===== src/rtl/fetch_stage.sv =====
// Instruction fetch: owns the PC, issues imem word requests and buffers responses in a 2-entry queue.
// Define FETCH_MISALIGN_CHECK_EN to trap misaligned redirect targets in a FAULT state.
module fetch_stage #(
  parameter logic [31:0] RESET_PC        = 32'h0000_0000,
  parameter int unsigned MAX_OUTSTANDING = 2
) (
  input  logic        clk,
  input  logic        rst_n,
  output logic        imem_req_valid,
  input  logic        imem_req_ready,
  output logic [31:0] imem_addr,
  input  logic        imem_rsp_valid,
  input  logic [31:0] imem_rsp_data,
  input  logic        redirect_valid,
  input  logic [31:0] redirect_pc,
  output logic        instr_valid,
  input  logic        instr_ready,
  output logic [31:0] instr,
  output logic [31:0] instr_pc,
  output logic [31:0] instr_pc_plus4,
  output logic        misalign_fault
);

  localparam logic [1:0] DEPTH = 2'(MAX_OUTSTANDING);

`ifdef FETCH_MISALIGN_CHECK_EN
  typedef enum logic {ST_RUN = 1'b0, ST_FAULT = 1'b1} state_e;
`else
  typedef enum logic {ST_RUN = 1'b0} state_e;
`endif

  state_e      state_r, state_s;
  logic [31:0] pc_r, pc_s;
  logic [1:0]  outstanding_r, outstanding_s;
  logic [1:0]  drop_r, drop_s;
  logic [1:0]  count_r, count_s;
  logic [31:0] q_instr_r [2];
  logic [31:0] q_instr_s [2];
  logic [31:0] q_pc_r [2];
  logic [31:0] q_pc_s [2];
  logic [31:0] tag_r [2];
  logic [31:0] tag_s [2];
  logic [31:0] plus4_r;

  logic [1:0]  live_s;
  logic [2:0]  credit_s;
  logic        accept_s, rsp_s, deq_s, enq_s, flush_s;
  logic        enq_slot_s, tag_wr_idx_s;

  // Live requests are those whose responses will actually land in the queue.
  assign live_s         = outstanding_r - drop_r;
  assign credit_s       = {1'b0, count_r} + {1'b0, live_s};
  assign imem_req_valid = rst_n && (state_r == ST_RUN) && (outstanding_r < DEPTH)
                          && (credit_s < {1'b0, DEPTH});
  assign imem_addr      = pc_r;
  assign accept_s       = imem_req_valid && imem_req_ready;
  assign rsp_s          = imem_rsp_valid && (outstanding_r != 2'd0);
  assign deq_s          = instr_valid && instr_ready;
  assign enq_s          = rsp_s && (drop_r == 2'd0);
  assign enq_slot_s     = (count_r == 2'd2) || ((count_r == 2'd1) && !deq_s);
  assign tag_wr_idx_s   = (outstanding_r == 2'd1) && !rsp_s;

  assign instr_valid    = (count_r != 2'd0);
  assign instr          = q_instr_r[0];
  assign instr_pc       = q_pc_r[0];
  assign instr_pc_plus4 = plus4_r;

`ifdef FETCH_MISALIGN_CHECK_EN
  assign misalign_fault = (state_r == ST_FAULT);
`else
  assign misalign_fault = 1'b0;
`endif

  // Next-state: request/response accounting, queue, tag FIFO, redirect and fault handling.
  always_comb begin
    state_s       = state_r;
    pc_s          = pc_r;
    outstanding_s = outstanding_r;
    drop_s        = drop_r;
    count_s       = count_r;
    q_instr_s     = q_instr_r;
    q_pc_s        = q_pc_r;
    tag_s         = tag_r;
    flush_s       = 1'b0;

    case ({accept_s, rsp_s})
      2'b10:   outstanding_s = outstanding_r + 2'd1;
      2'b01:   outstanding_s = outstanding_r - 2'd1;
      default: outstanding_s = outstanding_r;
    endcase

    if (rsp_s && (drop_r != 2'd0)) begin
      drop_s = drop_r - 2'd1;
    end else begin
      drop_s = drop_r;
    end

    // Tag FIFO tracks every outstanding request, dropped or not, oldest at slot 0.
    if (rsp_s) begin
      tag_s[0] = tag_r[1];
    end else begin
      tag_s[0] = tag_r[0];
    end
    if (accept_s) begin
      if (tag_wr_idx_s) begin
        tag_s[1] = pc_r;
      end else begin
        tag_s[0] = pc_r;
      end
    end else begin
      tag_s[1] = tag_s[1];
    end

    if (deq_s) begin
      q_instr_s[0] = q_instr_r[1];
      q_pc_s[0]    = q_pc_r[1];
    end else begin
      q_instr_s[0] = q_instr_r[0];
      q_pc_s[0]    = q_pc_r[0];
    end
    if (enq_s) begin
      if (enq_slot_s) begin
        q_instr_s[1] = imem_rsp_data;
        q_pc_s[1]    = tag_r[0];
      end else begin
        q_instr_s[0] = imem_rsp_data;
        q_pc_s[0]    = tag_r[0];
      end
    end else begin
      q_instr_s[1] = q_instr_s[1];
    end

    case ({enq_s, deq_s})
      2'b10:   count_s = count_r + 2'd1;
      2'b01:   count_s = count_r - 2'd1;
      default: count_s = count_r;
    endcase

    case (state_r)
      ST_RUN: begin
        if (redirect_valid) begin
          flush_s = 1'b1;
`ifdef FETCH_MISALIGN_CHECK_EN
          if (redirect_pc[1:0] != 2'b00) begin
            state_s = ST_FAULT;
          end else begin
            state_s = ST_RUN;
          end
`else
          state_s = ST_RUN;
`endif
        end else begin
          state_s = ST_RUN;
        end
      end
`ifdef FETCH_MISALIGN_CHECK_EN
      ST_FAULT: begin
        flush_s = 1'b1;
        if (redirect_valid && (redirect_pc[1:0] == 2'b00)) begin
          state_s = ST_RUN;
        end else begin
          state_s = ST_FAULT;
        end
      end
`endif
      default: begin
        state_s = ST_RUN;
      end
    endcase

    // Everything still in flight after this cycle's accounting belongs to the old stream.
    if (flush_s) begin
      count_s = 2'd0;
      drop_s  = outstanding_s;
    end else begin
      count_s = count_s;
    end

    if (redirect_valid) begin
      pc_s = redirect_pc & 32'hFFFF_FFFC;
    end else if (accept_s) begin
      pc_s = pc_r + 32'd4;
    end else begin
      pc_s = pc_r;
    end
  end

  // State registers with synchronous active-low reset.
  always_ff @(posedge clk) begin
    if (!rst_n) begin
      state_r       <= ST_RUN;
      pc_r          <= RESET_PC;
      outstanding_r <= 2'd0;
      drop_r        <= 2'd0;
      count_r       <= 2'd0;
      q_instr_r[0]  <= 32'd0;
      q_instr_r[1]  <= 32'd0;
      q_pc_r[0]     <= 32'd0;
      q_pc_r[1]     <= 32'd0;
      tag_r[0]      <= 32'd0;
      tag_r[1]      <= 32'd0;
      plus4_r       <= 32'd4;
    end else begin
      state_r       <= state_s;
      pc_r          <= pc_s;
      outstanding_r <= outstanding_s;
      drop_r        <= drop_s;
      count_r       <= count_s;
      q_instr_r     <= q_instr_s;
      q_pc_r        <= q_pc_s;
      tag_r         <= tag_s;
      plus4_r       <= q_pc_s[0] + 32'd4;
    end
  end

endmodule

===== config.mk =====
export PLATFORM = sky130hd
export DESIGN_NAME = fetch_stage
export DESIGN_NICKNAME = d
export VERILOG_FILES = /design/src/rtl/fetch_stage.sv
export SDC_FILE = /design/constraint.sdc
export NUM_CORES = 1
export LEC_CHECK = 0
export ABC_CLOCK_PERIOD_IN_PS = 3400
export CELL_PAD_IN_SITES_DETAIL_PLACEMENT = 1
export CELL_PAD_IN_SITES_GLOBAL_PLACEMENT = 1
export CORE_MARGIN = 2
export CORE_UTILIZATION = 36
export CTS_CLUSTER_SIZE = 12
export DETAILED_ROUTE_END_ITERATION = 7
export HOLD_SLACK_MARGIN = 0.15
export PLACE_DENSITY = 0.82
export RECOVER_POWER = 100
export SYNTH_ARGS = -nofsm -noshare
export SYNTH_HDL_FRONTEND = slang
export SYNTH_SLANG_ARGS = --single-unit
export TNS_END_PERCENT = 1

===== constraint.sdc =====
create_clock -name clk -period 3.4 [get_ports clk]
set_clock_uncertainty 0.15 [all_clocks]
set_input_delay 0.34 -clock clk [delete_from_list [all_inputs] [get_ports clk]]
set_output_delay 0.34 -clock clk [all_outputs]
set_load 0.01 [all_outputs]

**Word-level counts from Yosys, hierarchy flattened**

Cells that the tools add are included.

- Bitwise logic cells: 1
- Multiplexer cells: 17
- Multiply operators: 0
- Shift-type cells: 0
- Add/sub/neg operators: 9
- Magnitude comparators: 2
- Eq/ne operators: 7
- Reductions and logical operators: 23
- Div/mod/pow operators: 0

Operator list:

| cell | number |
|---|---|
| 32-bit 2-to-1 mux | 11 |
| 32-bit by 3-bit adder with 32-bit output, second input constant | 2 |
| 64-bit 2-to-1 mux | 1 |
| 2-bit nonzero test | 6 |
| 1-bit logical AND | 9 |
| 2-bit by 1-bit equality test with 1-bit output, second input constant | 4 |
| 2-bit one-hot mux with 2 select lines | 2 |
| 2-bit equality test, second input constant | 3 |
| 2-bit by 1-bit subtractor with 2-bit output, second input constant | 3 |
| 2-bit by 1-bit adder with 2-bit output, second input constant | 2 |
| 2-bit 2-to-1 mux | 2 |
| 2-bit AND reduction | 2 |
| 2-bit OR reduction | 2 |
| 2-bit by 2-bit adder with 3-bit output | 1 |
| 3-bit by 2-bit less-than comparator with 1-bit output, second input constant | 1 |
| 1-bit logical NOT | 2 |
| 2-bit logical NOT | 1 |
| 2-bit less-than comparator, second input constant | 1 |
| 2-bit subtractor | 1 |
| 1-bit logical OR | 1 |
| 1-bit 2-to-1 mux | 1 |
| 1-bit inverter | 1 |

- Memories: 0
- Output and inout port bits: 131
- Memory bits (writable): 0
- Input port bits: 70
- Memory bits (read-only): 0
- Bits in latches: 0
- Word-level logic and storage cells: 71
- Bits in registers: 262

**Depth between registers and ports, before layout**

- Word-level depth: 8
- Gate-level depth with buffers: 17
- Gate-level depth less buffers: 13

**Worst setup path after synthesis**

No wires, ideal clock.

- Path type: flip-flop to flip-flop
- Start: register count_r[0]
- End: register plus4_r[20] (netlist: instr_pc_plus4[20])
- Library setup time: 0.128 ns
- Stages on the path, launching flop included: 17
- Buffers on the path: 4
- Data arrival time: 3.304 ns
- Path slack: -0.181 ns
- Clock period less this slack: 3.581 ns
- Data required time: 3.122 ns
- Path through: dfxtp_1 > inv_1 > ha_1 > nand2b_4 > buf_6 > a211o_4 > buf_2 > buf_1 > clkbuf_1 > a31oi_1 > ha_1 > inv_1 > a211o_1 > nor4_4 > nor2b_1 > xnor2_1 > nor2_1

RTL lines:

| item | RTL line | text |
|---|---|---|
| from (decl) | 36 | `logic [1:0] count_r, count_s;` |
| from (signal assigned) | 208 | `count_r <= count_s;` |
| to (signal assigned) | 212 | `plus4_r <= q_pc_s[0] + 32'd4;` |
| to (decl) | 43 | `logic [31:0] plus4_r;` |

**Worst setup path in the final report**

- Start: register outstanding_r[0]
- End: register pc_r[29] (netlist: imem_addr[29])

- Longest elaborated chain between the ends: 6
- Elaborated cells on any way between the ends: 8
- Those cells by class: add/sub (2); order compare (2); reduce/logical (4)

RTL lines:

| item | RTL line | text |
|---|---|---|
| from (decl) | 34 | `logic [1:0] outstanding_r, outstanding_s;` |
| from (signal assigned) | 206 | `outstanding_r <= outstanding_s;` |
| 2-bit subtractor | 51 | `assign live_s = outstanding_r - drop_r;` |
| 2-bit by 2-bit adder with 3-bit output | 52 | `assign credit_s = {1'b0, count_r} + {1'b0, live_s};` |
| 3-bit by 2-bit less-than comparator with 1-bit output | 54 | `&& (credit_s < {1'b0, DEPTH});` |
| 1-bit logical AND * | 54 |  |
| 1-bit logical AND * | 56 | `assign accept_s = imem_req_valid && imem_req_ready;` |
| 2-bit nonzero test (no line) * | n/a |  |
| to (signal assigned) | 205 | `pc_r <= pc_s;` |
| to (decl) | 33 | `logic [31:0] pc_r, pc_s;` |

Mark *: on every way between the ends. The rest lies on a longest branch, timed or not.
A chain may end at the register's enable or synchronous reset.

==> flow_summary.yaml <==
pwr:
  powerDensity_nw_per_um2: 618
  power.total_mw: 9.03
  leakage_nw: 5.71
  max-vdd-ir-drop_uv: 369
final_layout:
  area.growth.synth_to_final_pct: 25.7
  multi_input_comb_area_sq_um: 5620
  final_util_pct: 46.1
  drive_gt1_share_pct: 8.10
  final-seq-area_sq_um: 5130
  final_nets: 1618
  finalNonFillerCells: 1959
  nFillCells: 3718
die:
  dieArea_sq_um: 33800
  std_cell_rows: 65
  start_util_pct: 36.7
  die_h_um: 184
  dieWidth_um: 184
  core-area_sq_um: 31700
  io_pins: 201
critical_path:
  crit_chain: "inv_1 > ha_1 > xnor2_1 > xnor2_1 > fa_1 > and4b_2 > nand3_1 > nor3_2 > nand4_1 > buf_4 > or3_1 > a311oi_1"
  cp-end-kind: "register"
  max_stage_delay_ps: 520
  cp_slowest_cell: "fa_1"
  path_class: "reg2reg"
  crit_arrival_ps: 3550
  path_buf_inv: 2
  cp.required_ps: 3700
  critPathMaxFanout: 4
  critPathTopFamily: "simple AND/OR/NAND/NOR gates"
  rr_startpoint: "outstanding_r[0]"
  critical_path.most_common_cell: "xnor2_1"
  cp-start-kind: "register"
  startpoint: "outstanding_r[0]"
hold_path:
  hp-class: "in2reg"
  holdCritStartpoint: "redirect_pc[4]"
placed_design:
  place_congestion: 0.820
  port_buffers: 195
  numPlacedInstances: 1905
  dp_hpwl_mm: 24.2
sta:
  maxSlewHeadroom_pct: 15.2
  post-route-period-util_pct: 95.7
  fmax_mhz: 307
  maxSlewViolCount: 0
  tightest_slew_ps: 1270
  rsz0062_at_grt: "true"
  finalSetupViolCount: 0
  period_minus_slack_ps: 3250
  finalHoldViolCount: 0
drt:
  first_pass_iters: 5
  routed_wl_mm: 34.9
  drt_iter0_markers: 483
  postRouteAntennaNets: 0
  drc: 0
  via_per_inst: 5.19
  vias: 10171
  wl_per_cell_um: 17.8
clock_tree:
  clock_tree.root_cell: "clkbuf_16"
  cts.sinks: 256
  cts.clk_slew.worst_paths_ps: 60
  numCtsBuffers: 29
  htree_levels: 1
  clock_path_buffers: 3
  hold_buffers: 0
  worstSkewPairLatency_ps: 550
  cts_tree: "yes"
logic_synthesis:
  synth_top_area_share_pct: 44.1
  yosysTopAreaCell: "dfxtp_1"
  synth_cell_types: 57
  syn_area_per_cell_sq_um: 8.13
  syn_inst: 1430
  syn_area_sq_um: 11600
  ys_top_cells_by_area: "dfxtp_1 (44%), nand2_1 (11%), a21oi_1 (5.8%)"
  synth-seq-cells: 256
  ys_seq_area_share_pct: 44.1
  yosysWarnings: 0
global_routing:
  grt_pass1_vias: 10460
  grt_max_degree: 72
  grt-ovfl-total: 0
  grt_pass1_wl_mm: 55.5
  grt.total_usage_pct: 20.2
  antenna_found_initial: 0
status:
  status: "completed"
run:
  maxCapViolCount: 0
-- Yosys cell counts, drive strengths merged --
| cell | number |
|---|---|
| dfxtp | 256 |
| buf | 85 |
| ha | 12 |
| a2111o | 2 |
| a311oi | 38 |
| o21bai | 1 |
| and4 | 5 |
| mux2i | 46 |
| a21oi | 135 |
| a211oi | 43 |
| clkbuf | 81 |
| a2111oi | 6 |
| nor2 | 149 |
| nand4b | 2 |
| conb | 1 |
| a31oi | 15 |
| nand3b | 2 |
| o21ai | 21 |
| a211o | 2 |
| fa | 1 |
| nor2b | 3 |
| nor3 | 9 |
| mux2 | 12 |
| xnor2 | 20 |
| and2 | 17 |
| a41oi | 2 |
| nand2 | 350 |
| and3 | 6 |
| or2 | 3 |
| nand4 | 15 |
| or3 | 4 |
| o211a | 1 |
| nand2b | 3 |
| o211ai | 1 |
| xor2 | 38 |
| inv | 14 |
| o2111ai | 1 |
| nand3 | 20 |
| and4b | 2 |
| or3b | 1 |
| o2bb2ai | 1 |
| nor4 | 4 |
-- final timing paths --
path | end | slack (ps) | cells past startpoint
worst max-delay path | imem_addr[29] | 150 | 12
worst min-delay path | imem_addr[4] | 220 | 3
worst max register to register | imem_addr[29] | 150 | 12
worst min register to register | tag_r[26] | 300 | 2
-- cell families (layout without fill, tap and decap cells) --
family / count (synthesis) / count (layout) / synth area share (%)
fa+ha+maj: 13 / 13 / 1.46
simple gates: 595 / 595 / 21.8
mux: 58 / 58 / 5.12
flops: 256 / 256 / 44.1
xor+xnor: 58 / 58 / 4.37
compound gates: 269 / 269 / 14.9
buf+inv: 180 / 304 / 8.26
other cells: 1 / 4 / 0.0322
-- placed cells by master, fill, tap and decap left out, types with 6 or more instances in the layout --
master           netlist  final
nand2_1              349    348
dfxtp_1              256    254
nor2_1               149    148
a21oi_1              134    134
dlygate4sd3_1          0    127
clkdlybuf4s50_1        0     67
mux2i_1               46     46
a211oi_1              42     41
xor2_1                38     38
a311oi_1              38     38
buf_4                 69     36
clkbuf_16              0     29
o21ai_0               21     21
xnor2_1               20     20
nand3_1               20     20
and2_1                17     16
nand4_1               14     14
a31oi_1               15     13
inv_1                 14     12
ha_1                  12     11
clkbuf_8               0     10
mux2_2                12      7
clkbuf_1              81      7
and3_1                 6      6
nor3_1                 8      6
-- worst reg2reg max path, stage by stage (launching register included) --
cell	delay [ps]
dfxtp_2	360
inv_1	70
ha_1	210
xnor2_1	170
xnor2_1	120
fa_1	520
and4b_2	280
nand3_1	100
nor3_2	260
nand4_1	190
buf_4	190
or3_1	290
a311oi_1	240
-- power breakdown --
part           internal (mW)  switching, mW
logic                  0.952           1.19
clock network           1.93           1.24
registers               3.35          0.365
-- final cells by class --
cell class              instances  area share (%)
well taps                     402            3.44
multi-input cells             996            38.4
repair buffers                238            16.0
clock buffers                  46            6.09
diodes                          1          0.0171
flip-flops and latches        256            35.1
inverters                      14           0.394
clock inverters                 6           0.574
-- state kept, by name, summed over array words and instances (netlist names) --
register	count
q_instr_r	32
q_pc_r	32
instr_pc_plus4	30
count_r	2
outstanding_r	2
instr	32
drop_r	2
tag_r	62
imem_addr	30
instr_pc	32
-- metal layers --
metal	GRT usage, %	vias up	wire [um]
li1	-	4983	-
met4	5.38	0	614
met1	27.5	4927	16600
met5	0	-	0
met2	33.3	210	16300
met3	2.91	51	1380
-- metrics by stage --
stage	area [sq um]	worst slack, ps	hold slack (ps)	TNS (ps)
2_1_floorplan	11700	55.7	284	0
3_3_place_gp	13600	140	290	0
3_5_place_dp	13600	3.06	296	0
4_1_cts	14600	80.1	201	0
5_1_grt	14600	-39.7	239	-149
6_report	14600	148	220	0
-- timing repair --
action / 4_1_cts / 5_1_grt
buffers inserted: 0 / 1
pin swaps: 0 / 2
gates resized for setup: 3 / 8
endpoints found under the setup margin: 2 / 18
Power figures use the tool's default switching activity.
